<file path="src/rtl/ddr_pixel_packer.sv">
// rtl/ddr_pixel_packer.sv - streams nine per-direction BRAMs as 144-bit pixel beats
// Optional build macro PIXEL_PACK_SOF_EN adds m00_axis_tuser marking pixel 0.
module ddr_pixel_packer #(
    parameter int DATA_WIDTH    = 16,
    parameter int DEPTH         = 2500,
    parameter int ADDRESS_WIDTH = 12
) (
    input  logic                       m00_axis_aclk,
    input  logic                       m00_axis_aresetn,
    input  logic                       start,
    output logic                       busy,
    output logic                       done,
    output logic                       rd_en,
    output logic [ADDRESS_WIDTH-1:0]   rd_addr,
    input  logic [DATA_WIDTH-1:0]      n_q,
    input  logic [DATA_WIDTH-1:0]      null_q,
    input  logic [DATA_WIDTH-1:0]      ne_q,
    input  logic [DATA_WIDTH-1:0]      e_q,
    input  logic [DATA_WIDTH-1:0]      se_q,
    input  logic [DATA_WIDTH-1:0]      s_q,
    input  logic [DATA_WIDTH-1:0]      sw_q,
    input  logic [DATA_WIDTH-1:0]      w_q,
    input  logic [DATA_WIDTH-1:0]      nw_q,
    output logic                       m00_axis_tvalid,
    output logic [9*DATA_WIDTH-1:0]    m00_axis_tdata,
    output logic                       m00_axis_tlast,
`ifdef PIXEL_PACK_SOF_EN
    output logic                       m00_axis_tuser,
`endif
    output logic [9*DATA_WIDTH/8-1:0]  m00_axis_tstrb,
    input  logic                       m00_axis_tready
);
    localparam int BW = 9 * DATA_WIDTH;
    localparam int CW = ADDRESS_WIDTH + 1;
    localparam logic [CW-1:0] DEPTH_C = CW'(DEPTH);
    localparam logic [CW-1:0] LAST_C  = CW'(DEPTH - 1);

    typedef enum logic [1:0] {IDLE, RUN, DONE_S} state_t;
    state_t state, state_nxt;

    logic [CW-1:0]      issued;
    logic               inflight;
    logic               inflight_last;
    logic [1:0]         occ;
    logic               wr_ptr, rd_ptr;
    logic [1:0][BW-1:0] mem_data;
    logic [1:0]         mem_last;
    logic               pop, frame_start;
`ifdef PIXEL_PACK_SOF_EN
    logic               inflight_first;
    logic [1:0]         mem_first;
`endif

    assign pop             = m00_axis_tvalid && m00_axis_tready;
    assign m00_axis_tvalid = (occ != 2'd0);
    assign m00_axis_tdata  = mem_data[rd_ptr];
    assign m00_axis_tlast  = m00_axis_tvalid && mem_last[rd_ptr];
    assign m00_axis_tstrb  = '1;
`ifdef PIXEL_PACK_SOF_EN
    assign m00_axis_tuser  = m00_axis_tvalid && mem_first[rd_ptr];
`endif
    assign busy = (state == RUN);
    assign done = (state == DONE_S);

    // Credit rule: buffered + in-flight reads after this cycle's pop must stay below 2.
    always_comb begin
        state_nxt   = state;
        rd_en       = 1'b0;
        frame_start = 1'b0;
        case (state)
            IDLE: begin
                if (start) begin
                    state_nxt   = RUN;
                    frame_start = 1'b1;
                end
            end
            RUN: begin
                rd_en = (issued < DEPTH_C) &&
                        (({1'b0, occ} + {2'b00, inflight}) < (3'd2 + {2'b00, pop}));
                if (pop && m00_axis_tlast) begin
                    state_nxt = DONE_S;
                end
            end
            DONE_S:  state_nxt = IDLE;
            default: state_nxt = IDLE;
        endcase
    end

    always_ff @(posedge m00_axis_aclk or negedge m00_axis_aresetn) begin
        if (!m00_axis_aresetn) begin
            state         <= IDLE;
            issued        <= '0;
            rd_addr       <= '0;
            inflight      <= 1'b0;
            inflight_last <= 1'b0;
`ifdef PIXEL_PACK_SOF_EN
            inflight_first <= 1'b0;
`endif
        end else begin
            state         <= state_nxt;
            inflight      <= rd_en;
            inflight_last <= rd_en && (issued == LAST_C);
`ifdef PIXEL_PACK_SOF_EN
            inflight_first <= rd_en && (issued == '0);
`endif
            if (frame_start) begin
                issued  <= '0;
                rd_addr <= '0;
            end else if (rd_en) begin
                issued  <= issued + CW'(1);
                rd_addr <= rd_addr + ADDRESS_WIDTH'(1);
            end
        end
    end

    // Two-entry skid buffer; the BRAM word arriving this cycle belongs to last cycle's read.
    always_ff @(posedge m00_axis_aclk or negedge m00_axis_aresetn) begin
        if (!m00_axis_aresetn) begin
            mem_data <= '0;
            mem_last <= '0;
`ifdef PIXEL_PACK_SOF_EN
            mem_first <= '0;
`endif
            wr_ptr   <= 1'b0;
            rd_ptr   <= 1'b0;
            occ      <= 2'd0;
        end else begin
            if (inflight) begin
                mem_data[wr_ptr] <= {nw_q, w_q, sw_q, s_q, se_q, e_q, ne_q, null_q, n_q};
                mem_last[wr_ptr] <= inflight_last;
`ifdef PIXEL_PACK_SOF_EN
                mem_first[wr_ptr] <= inflight_first;
`endif
                wr_ptr <= ~wr_ptr;
            end
            if (pop) begin
                rd_ptr <= ~rd_ptr;
            end
            case ({inflight, pop})
                2'b10:   occ <= occ + 2'd1;
                2'b01:   occ <= occ - 2'd1;
                default: occ <= occ;
            endcase
        end
    end
endmodule

</file>
<file path="config.mk">
export PLATFORM = sky130hd
export DESIGN_NAME = ddr_pixel_packer
export DESIGN_NICKNAME = d
export VERILOG_FILES = /design/src/rtl/ddr_pixel_packer.sv
export SDC_FILE = /design/constraint.sdc
export NUM_CORES = 1
export LEC_CHECK = 0
export ABC_AREA = 1
export CAP_MARGIN = 5
export CORE_MARGIN = 2
export CORE_UTILIZATION = 40
export CTS_BUF_LIST = sky130_fd_sc_hd__clkbuf_4
export DETAILED_ROUTE_END_ITERATION = 16
export PLACE_DENSITY = 0.67
export SETUP_SLACK_MARGIN = 0.1
export SKIP_CTS_REPAIR_TIMING = 1
export SYNTH_ARGS = -nofsm -noshare
export SYNTH_HDL_FRONTEND = slang
export SYNTH_SLANG_ARGS = --single-unit
export TNS_END_PERCENT = 20
</file>
<file path="constraint.sdc">
create_clock -name m00_axis_aclk -period 2.3 [get_ports m00_axis_aclk]
set_input_delay 0.23 -clock m00_axis_aclk [delete_from_list [all_inputs] [get_ports m00_axis_aclk]]
set_output_delay 0.23 -clock m00_axis_aclk [all_outputs]
set_load 0.01 [all_outputs]
</file>
Word-level counts from Yosys, hierarchy flattened --
Index checks and enable logic that the tools add are counted.
Word-level totals: word-level logic and storage cells 63, register bits 323, input port bits 148, output and inout bits 179
Cells by class: muxes and demuxes 21, magnitude comparators 5, add/subtract/negate cells 6, reduce and logical (&&, ||, !) cells 11, bitwise logic cells 2, equality and inequality tests 7
Operators with widths (number):
- $mux 144 | 3
- $bwmux 288 | 1
- $demux 144 s1 | 1
- $mux 13 | 2
- $mux 12 | 2
- $add 13x1->13 const B | 1
- $eq 13x12->1 const B | 1
- $lt 13x12->1 const B | 1
- $add 12x1->12 const B | 1
- $pmux 2 s2 | 2
- $logic_and 1x1->1 | 6
- $mux 1 | 6
- $reduce_bool 2->1 | 3
- $eq 2x1->1 const B | 2
- $eq 2x2->1 const B | 2
- $lt 1x2->1 const B | 2
- $mux 2 | 2
- $add 2x1->3 | 1
- $add 2x1->3 const A | 1
- $lt 3x3->1 | 1
- $add 2x1->2 const B | 1
- $bwmux 2 | 1
- $logic_not 2->1 | 1
- $ne 2x1->1 const B | 1
- 6 further kinds | 7

Depth between registers and ports, before layout --
Gate-level depths: netlist of the first run.
depth in word-level cells 8, mapped depth 12, depth with buffers taken out 11

Worst setup path before layout of the first run --
OpenSTA, ideal clock, no wires.
path type register to output, start reg occ[0], end out rd_en, stages on the path, launching flop included 11, required time 2070 ps, data arrival time 1428 ps, path slack 642 ps, path buffers 1, path through dfrtp_1 > ha_1 > ha_1 > nor2_1 > nand2_1 > nor2_1 > nand2_1 > clkinv_2 > nand2_8 > inv_4 > buf_6
On the way: cells in the longest elaborated chain, start to end 6, elaborated cells on any way between the ends 7, classes of those cells add/sub: 2; order compare: 1; mux: 1; reduce/logical: 3
Ends and longest elaborated chain:
- from (decl) | RTL line 44 | logic [1:0] occ;
- from (signal assigned) | RTL line 140 | 2'b10: occ <= occ + 2'd1;
- from (signal assigned) | RTL line 141 | 2'b01: occ <= occ - 2'd1;
- $reduce_bool 2->1 | RTL line 55 | assign m00_axis_tvalid = (occ != 2'd0);
- $logic_and 1x1->1 | RTL line 54 | assign pop = m00_axis_tvalid && m00_axis_tready;
- $add 2x1->3 | RTL line 79 | (({1'b0, occ} + {2'b00, inflight}) < (3'd2 + {2'b00, pop}));
- $lt 3x3->1 (*) | RTL line 79
- $logic_and 1x1->1 (*) | RTL line 78 | rd_en = (issued < DEPTH_C) &&
- $mux 1 (*) | RTL line 70 | case (state)
- to (decl) | RTL line 13 | output logic rd_en,
Mark *: on every way between the ends. The rest lies on a longest branch, timed or not.

Final worst setup path of the first run --
start reg rd_ptr, end out m00_axis_tdata[51]
On the way: cells in the longest elaborated chain, start to end 2
Ends and longest elaborated chain:
- from (decl) | RTL line 45 | logic wr_ptr, rd_ptr;
- from (signal assigned) | RTL line 137 | rd_ptr <= ~rd_ptr;
- $mux 144 (implied by the code) (2 in series) | RTL line 56 | assign m00_axis_tdata = mem_data[rd_ptr];
- to (decl) | RTL line 25 | output logic [9*DATA_WIDTH-1:0] m00_axis_tdata,
Every way passes these cells. The select of a mux whose other input is x is not followed.

==> Implementation_results.wiki, run 1 <==
{| class="wikitable"
! Metric !! Value
|-
| TritonCTS clock tree || done
|-
| Number of clock sinks || 323
|-
| DR WL met2 || 17900 um
|-
| Syn_area_per_cell || about 7.9 um^2
|-
| Instance count of the mapped netlist || 1842
|-
| Relative slew margins || 0.502
|-
| Area Growth Syn to Fin || 32.0%
|-
| Via-to-Cell Ratio || 4.73
|-
| CTS root buffer || sky130_fd_sc_hd__clkbuf_4
|-
| Critical Path End || m00_axis_tdata[51]
|-
| Number of cell instances on the worst register-to-register path || 10
|-
| Average wire per standard cell || around 15 um
|-
| Commonest cells in the synthesized netlist || 809 x sky130_fd_sc_hd__nand2_1, 323 x sky130_fd_sc_hd__dfrtp_1, 286 x sky130_fd_sc_hd__o21ai_0, 171 x sky130_fd_sc_hd__inv_1, 61 x sky130_fd_sc_hd__clkbuf_1
|-
| Endpoint required time on the critical path || 2070 ps
|-
| Remaining antenna violation count || 0
|-
| Placeable core region || 35700 um^2
|-
| Summed instance area of the synthesized netlist || 14600 um^2
|-
| Clock H-tree levels || 3
|-
| Ratio of total power to cell area || 1430 nW/um^2
|-
| Yosys warning count || 0
|-
| Cell count of the worst hold path || 3
|-
| Standby leakage power || roughly 10 nW
|-
| Global-route congestion overflow total || 0
|-
| Detail Placement HPWL || 24800 um
|-
| Min-delay worst type || in2reg
|-
| Wirelength, routed || 39300 um
|-
| Max-capacitance violation count || 0
|-
| Slowest stage cell, crit path || sky130_fd_sc_hd__clkdlybuf4s50_1
|-
| Yosys top cell by area || sky130_fd_sc_hd__dfrtp_1
|-
| Max rail drop VDD || 763 uV
|-
| Unrepaired setup endpoints after global routing || yes
|-
| Total global routing track utilization || 0.202
|-
| Final worst-path cycle share || 1.10
|-
| Cell mode on critical path || sky130_fd_sc_hd__nand2_1
|-
| First drt pass iteration count || 5
|-
| Area of the die || 37900 um^2
|-
| Final core area utilization || 0.538
|-
| Worst r2r dst || rd_addr[9]$_DFFE_PN0P_
|-
| Layout cell share with drive strength beyond 1 || 0.150
|-
| Pre-CTS setup slack || between 200 and 250 ps
|-
| Num rows || 69
|-
| Die Ht || 195 um
|-
| Share of async-settable or async-resettable flops after synthesis || 1.00
|-
| Final critical-path setup slack || -220 ps
|-
| PortBufs || 308
|-
| Outcome || finished, violations left
|-
| Worst setup EP type || output pin
|-
| Start of the worst register-to-register path || inflight$_DFF_PN0_
|-
| Leading cell type by number of instances after synthesis || sky130_fd_sc_hd__nand2_1
|-
| Metal3 WL || slightly below 3000 um
|-
| DRC viols || 0
|-
| Share of synthesized area occupied by flip-flops and latches || 0.555
|-
| Clock input transition at the sequential cells of the worst setup and hold paths || 60 ps
|-
| Buffer depth of the longest clock path || 3
|-
| Number of I/O pins || 327
|-
| Fraction of post-synthesis cell area in the top cell type by area || 0.555
|-
| Worst reg-to-reg setup slack || 400 ps
|-
| Maximum fanout count along the critical path || 15
|-
| Data arrival time of the critical path || 2290 ps
|-
| Via Count || 12793
|-
| Dominant synthesized flop cell || sky130_fd_sc_hd__dfrtp_1
|-
| Count of flip-flops with a built-in enable after synthesis || 0
|-
| Type of the setup path with the least slack || reg2out
|-
| Most area-consuming cells after synthesis || sky130_fd_sc_hd__dfrtp_1 56%, sky130_fd_sc_hd__nand2_1 21%, sky130_fd_sc_hd__o21ai_0 9.8%
|-
| Hold slack || ~56 ps
|-
| Number of buffers inserted during clock tree synthesis || 86
|-
| Transition time at the pin with the least slew margin || 748 ps
|-
| Initial antenna violation count || 3
|-
| Final critical path time including I/O delays and setup || 2520 ps
|-
| Final hold violations || 0
|-
| Clk Latency, worst-skew pair || 720 ps
|-
| Top Layer Used || met5
|-
| Initial Utilization || 0.407
|-
| Via count of the first global-routing pass || 12423
|-
| Worst clock skew || around 29 ps
|-
| Number of flip-flops and latches in the synthesized netlist || 323
|-
| Width of the die || 195 um
|-
| Beginning of the critical path || rd_ptr$_DFFE_PN0P_
|-
| Startpoint class of the critical path || flop
|-
| Final Max Tran Viols || 0
|-
| Netlist cell types || 30
|-
| Drt first-iter violations || 700
|-
| Ordered cell list for the critical path || clkinv_8 > buf_6 > nand2_1 > nand2_1 > clkdlybuf4s50_1
|-
| Max stage delay on crit path || 550 ps
|-
| Global-route wire length before repair || 62400 um
|-
| Maximum number of pins on one net before global-route repair || 152
|-
| Failing checks || negative setup slack
|-
| Fmax || 0.397 GHz
|-
| Final net count || 2332
|-
| Final setup viols || 20
|-
| Met1 wire length || 17500 um
|-
| Placer Congestion || 0.822
|}
## critical path: cells and delay by family, from the launching register on
family	cells	cell delay, ps
buffers and inverters	3	900
DFF	1	520
and+or+nand+nor	2	130
## cell families (layout without fill, tap and decap cells)
kind of cell	after synthesis	after routing	share of synthesized area
compound gates	294	294	0.101
fa+ha+maj	5	5	0.00430
simple gates	911	911	0.246
other cells	1	21	0.000258
buf+inv	295	678	0.0854
flops	323	323	0.555
xor+xnor	13	13	0.00782
## cell type report
class	instances	area [um^2]
Inverter	176	677
Sequential cell	323	8090
Antenna cell	3	7.51
Timing Repair Buffer	351	3410
Tap cell	461	577
Clock buffer	134	1010
Multi-Input combinational cell	1241	5360
Clock inverter	17	91.3
Fill cell	3453	16500
## per-layer routing
layer | global-route usage | vias up
li1 | - | 6387
met1 | 0.267 | 5932
met2 | 0.315 | 402
met3 | 0.0571 | 70
met4 | 0.0837 | 2
met5 | 0 | -
## power by group
group          total (W)  switching [W]  internal (W)
sequential       0.00973        0.00139       0.00833
clock            0.00503        0.00229       0.00274
combinational     0.0127        0.00738       0.00534
total             0.0275         0.0111        0.0164
## layout by cell type, fill, tap and decap left out, types with 3 or more instances in the layout
cell type / count
sky130_fd_sc_hd__o21ai_1: 6
sky130_fd_sc_hd__clkinv_1: 12
sky130_fd_sc_hd__clkbuf_4: 134
sky130_fd_sc_hd__nand2_1: 788
sky130_fd_sc_hd__nand4_1: 12
sky130_fd_sc_hd__clkbuf_2: 17
sky130_fd_sc_hd__clkbuf_16: 6
sky130_fd_sc_hd__nand2_2: 32
sky130_fd_sc_hd__diode_2: 3
sky130_fd_sc_hd__nor3_1: 4
sky130_fd_sc_hd__ha_1: 4
sky130_fd_sc_hd__buf_2: 68
sky130_fd_sc_hd__inv_2: 6
sky130_fd_sc_hd__conb_1: 18
sky130_fd_sc_hd__dfrtp_1: 320
sky130_fd_sc_hd__o21ai_0: 286
sky130_fd_sc_hd__buf_6: 16
sky130_fd_sc_hd__inv_1: 170
sky130_fd_sc_hd__buf_4: 22
sky130_fd_sc_hd__xor2_1: 11
sky130_fd_sc_hd__buf_16: 6
sky130_fd_sc_hd__nor2_1: 33
sky130_fd_sc_hd__clkdlybuf4s50_1: 179
sky130_fd_sc_hd__buf_12: 9
sky130_fd_sc_hd__dlymetal6s2s_1: 23
sky130_fd_sc_hd__buf_8: 3
sky130_fd_sc_hd__nand3_1: 33
## through the flow
| step | TNS [ps] | instances | total power [W] | cell area [um^2] |
|---|---|---|---|---|
| final | -3570 | 2706 | 0.0275 | 19200 |
| after floorplan | 0 | 1859 | 0.0165 | 14600 |
| after CTS | -64380 | 2692 | 0.0282 | 19200 |
| after global placement | 0 | 2541 | 0.0227 | 18100 |
| after detailed placement | 0 | 2541 | 0.0230 | 18100 |
| after global routing | -6220 | 2705 | 0.0298 | 19200 |
## sequential cells by signal, indices dropped and copies added (netlist names)
name	count
rd_addr	12
wr_ptr	1
occ	2
issued	13
rd_ptr	1
inflight_last	1
mem_data	288
inflight	1
state	2
mem_last	2
## worst min-delay path by stage
stage / start / to / slack, ps
after global placement: m00_axis_aresetn / mem_data[89]$_DFFE_PN0P_ / 280
final: e_q[10] / mem_data[58]$_DFFE_PN0P_ / 60
after global routing: e_q[13] / mem_data[61]$_DFFE_PN0P_ / 10
after floorplan: m00_axis_aresetn / inflight$_DFF_PN0_ / -70
after detailed placement: m00_axis_aresetn / mem_data[89]$_DFFE_PN0P_ / 290
after CTS: m00_axis_aresetn / mem_data[89]$_DFFE_PN0P_ / -550
No activity file was read; power rests on OpenSTA's default activity.
==> inputs of run 2 (changes only) <==
--- a/config.mk
+++ b/config.mk
@@ -12,8 +12,10 @@
 export CTS_BUF_LIST = sky130_fd_sc_hd__clkbuf_4
 export DETAILED_ROUTE_END_ITERATION = 16
 export PLACE_DENSITY = 0.67
+export RECOVER_POWER = 25
 export SETUP_SLACK_MARGIN = 0.1
 export SKIP_CTS_REPAIR_TIMING = 1
+export SLEW_MARGIN = 5
 export SYNTH_ARGS = -nofsm -noshare
 export SYNTH_HDL_FRONTEND = slang
 export SYNTH_SLANG_ARGS = --single-unit
==> run 2 against run 1 <==
Compared with the run above: the flow still finishes with violations (negative setup slack); final cell count unchanged; largest cell class unchanged; clock power about the same; sequential power about the same; combinational power about the same; hold slack better by 1.1 ps; utilization down 0.18 points; largest power group unchanged.
==> Implementation_results.wiki, run 2 (synthesis gave the netlist of run 1 again) <==
{| class="wikitable"
! Metric !! Value
|-
| Beginning of the critical path || rd_ptr$_DFFE_PN0P_
|-
| Number of buffers inserted during clock tree synthesis || 86
|-
| Failing checks || negative setup slack
|-
| Final net count || approximately 2300
|-
| Number of flip-flops in the largest register || 288
|-
| Max rail drop VDD || 762 uV
|-
| Clk Latency, worst-skew pair || 720 ps
|-
| Ratio of total power to cell area || 1430 nW/um^2
|-
| Wirelength, routed || 39400 um
|-
| Largest registers in the final layout || mem_data: 288 flops, issued: 13 flops, rd_addr: 12 flops
|-
| Final worst-path cycle share || 1.10
|-
| Drt first-iter violations || between 700 and 800
|-
| Final core area utilization || 0.536
|-
| Final critical-path setup slack || -222 ps
|-
| Via-to-Cell Ratio || about 4.7
|-
| Global-route congestion overflow total || 0
|-
| Initial antenna violation count || 3
|-
| Area of the die || 37900 um^2
|-
| Data arrival time of the critical path || 2290 ps
|-
| Critical Path End || m00_axis_tdata[51]
|-
| Num rows || 69
|-
| Total global routing track utilization || 0.202
|-
| Number of cell instances on the worst register-to-register path || 10
|-
| Final hold violations || 0
|-
| TritonCTS clock tree || done
|-
| Via Count || 12824
|-
| Width of the die || about 190 um
|-
| Maximum number of pins on one net before global-route repair || 152
|-
| Global-route wire length before repair || between 60000 and 70000 um
|-
| Worst reg-to-reg setup slack || 400 ps
|-
| Layout cell share with drive strength beyond 1 || 0.149
|-
| DRC viols || 0
|-
| Worst setup EP type || output pin
|-
| Final critical path time including I/O delays and setup || 2520 ps
|-
| Maximum fanout count along the critical path || 15
|-
| Endpoint required time on the critical path || 2070 ps
|-
| Remaining antenna violation count || 0
|-
| Startpoint class of the critical path || flop
|-
| Placeable core region || approximately 36000 um^2
|-
| CTS root buffer || sky130_fd_sc_hd__clkbuf_4
|-
| Max-capacitance violation count || 0
|-
| Number of fill cells in the layout || 3463
|-
| Clock input transition at the sequential cells of the worst setup and hold paths || approximately 60 ps
|-
| Standby leakage power || about 10 nW
|-
| Unrepaired setup endpoints after global routing || yes
|-
| Cell mode on critical path || sky130_fd_sc_hd__nand2_1
|-
| Initial Utilization || 0.407
|-
| Final setup viols || 20
|-
| Transition time at the pin with the least slew margin || 1290 ps
|-
| Highest-count cells in the layout ignoring fill and taps || 788 x sky130_fd_sc_hd__nand2_1, 320 x sky130_fd_sc_hd__dfrtp_1, 286 x sky130_fd_sc_hd__o21ai_0
|-
| Most flops, register || mem_data
|-
| Ordered cell list for the critical path || clkinv_8 > buf_6 > nand2_1 > nand2_1 > clkdlybuf4s50_1
|-
| Outcome || finished, violations left
|-
| Max stage delay on crit path || approximately 550 ps
|-
| Average wire per standard cell || between 10 and 15 um
|-
| Commonest non-fill, non-tap cell in the layout || sky130_fd_sc_hd__nand2_1
|-
| First drt pass iteration count || 6
|-
| Area Growth Syn to Fin || 31.6%
|-
| Type of the setup path with the least slack || reg2out
|-
| Slowest stage cell, crit path || sky130_fd_sc_hd__clkdlybuf4s50_1
|-
| Relative slew margins || 0.143
|-
| Buffer depth of the longest clock path || 3
|-
| Worst r2r dst || rd_addr[9]$_DFFE_PN0P_
|-
| Power Total || around 0.027 W
|-
| Start of the worst register-to-register path || inflight$_DFF_PN0_
|-
| Number of clock sinks || 323
|-
| Fmax || 0.396 GHz
|-
| Number of I/O pins || 327
|-
| Die Ht || 195 um
|-
| Via count of the first global-routing pass || 12423
|-
| Placer Congestion || 0.822
|-
| Final Max Tran Viols || 0
|-
| Worst clock skew || 27.5 ps
|-
| Min-delay worst type || in2reg
|-
| PortBufs || slightly above 300
|-
| Clock H-tree levels || 3
|-
| Detail Placement HPWL || approximately 25000 um
|}
-- run 2: through the flow --
| step | std cells | setup slack, ps | instance area, um^2 | hold WS [ps] | setup TNS [ps] |
|---|---|---|---|---|---|
| after floorplan | 1859 | 642 | 14600 | -65.6 | 0 |
| after global placement | 2541 | 199 | 18100 | 281 | 0 |
| after detailed placement | 2541 | 218 | 18100 | 289 | 0 |
| after CTS | 2692 | -633 | 19200 | -549 | -64380 |
| after global routing | 2705 | -377 | 19200 | 10.5 | -6310 |
| final | 2706 | -222 | 19200 | 57.4 | -3590 |
-- run 2: report_power, final --
part           internal (W)  leakage [nW]  switching (W)  total [W]
Combinational       0.00533          5.78        0.00739     0.0127
Clock               0.00274         0.666        0.00230    0.00504
Sequential          0.00833          4.00        0.00140    0.00973
Total                0.0164          10.4         0.0111     0.0275
-- run 2: layout make-up --
type	instances	area, um^2	area share
tap	461	577	0.0301
inverter	176	677	0.0353
multi-input combinational	1241	5360	0.280
clock inverter	17	91.3	0.00477
antenna	3	7.51	0.000392
timing repair buffer	351	3350	0.175
sequential	323	8090	0.422
clock buffer	134	1010	0.0525
-- run 2: critical path, delay by kind of cell (launching register included) --
| family | cells | cell delay [ps] |
|---|---|---|
| DFF | 1 | 520 |
| buffers and inverters | 3 | 900 |
| and+or+nand+nor | 2 | 140 |
-- run 2: how the worst min path moves through the flow --
stage / from / endpoint / cells after the start
after floorplan: m00_axis_aresetn / inflight$_DFF_PN0_ / 0
after global placement: m00_axis_aresetn / mem_data[89]$_DFFE_PN0P_ / 1
after detailed placement: m00_axis_aresetn / mem_data[89]$_DFFE_PN0P_ / 1
after CTS: m00_axis_aresetn / mem_data[89]$_DFFE_PN0P_ / 1
after global routing: e_q[13] / mem_data[61]$_DFFE_PN0P_ / 3
final: e_q[15] / mem_data[63]$_DFFE_PN0P_ / 3
-- run 2: per-layer routing --
layer / part of all wire / vias to the layer above / wire length [um] / global-route usage
met2: 0.46 / 392 / 18100 / 0.315
met3: 0.072 / 67 / 2840 / 0.0571
met4: 0.023 / 2 / 916 / 0.0837
met1: 0.45 / 5978 / 17600 / 0.267
met5: 0.00038 / - / 15 / 0
li1: - / 6385 / - / -
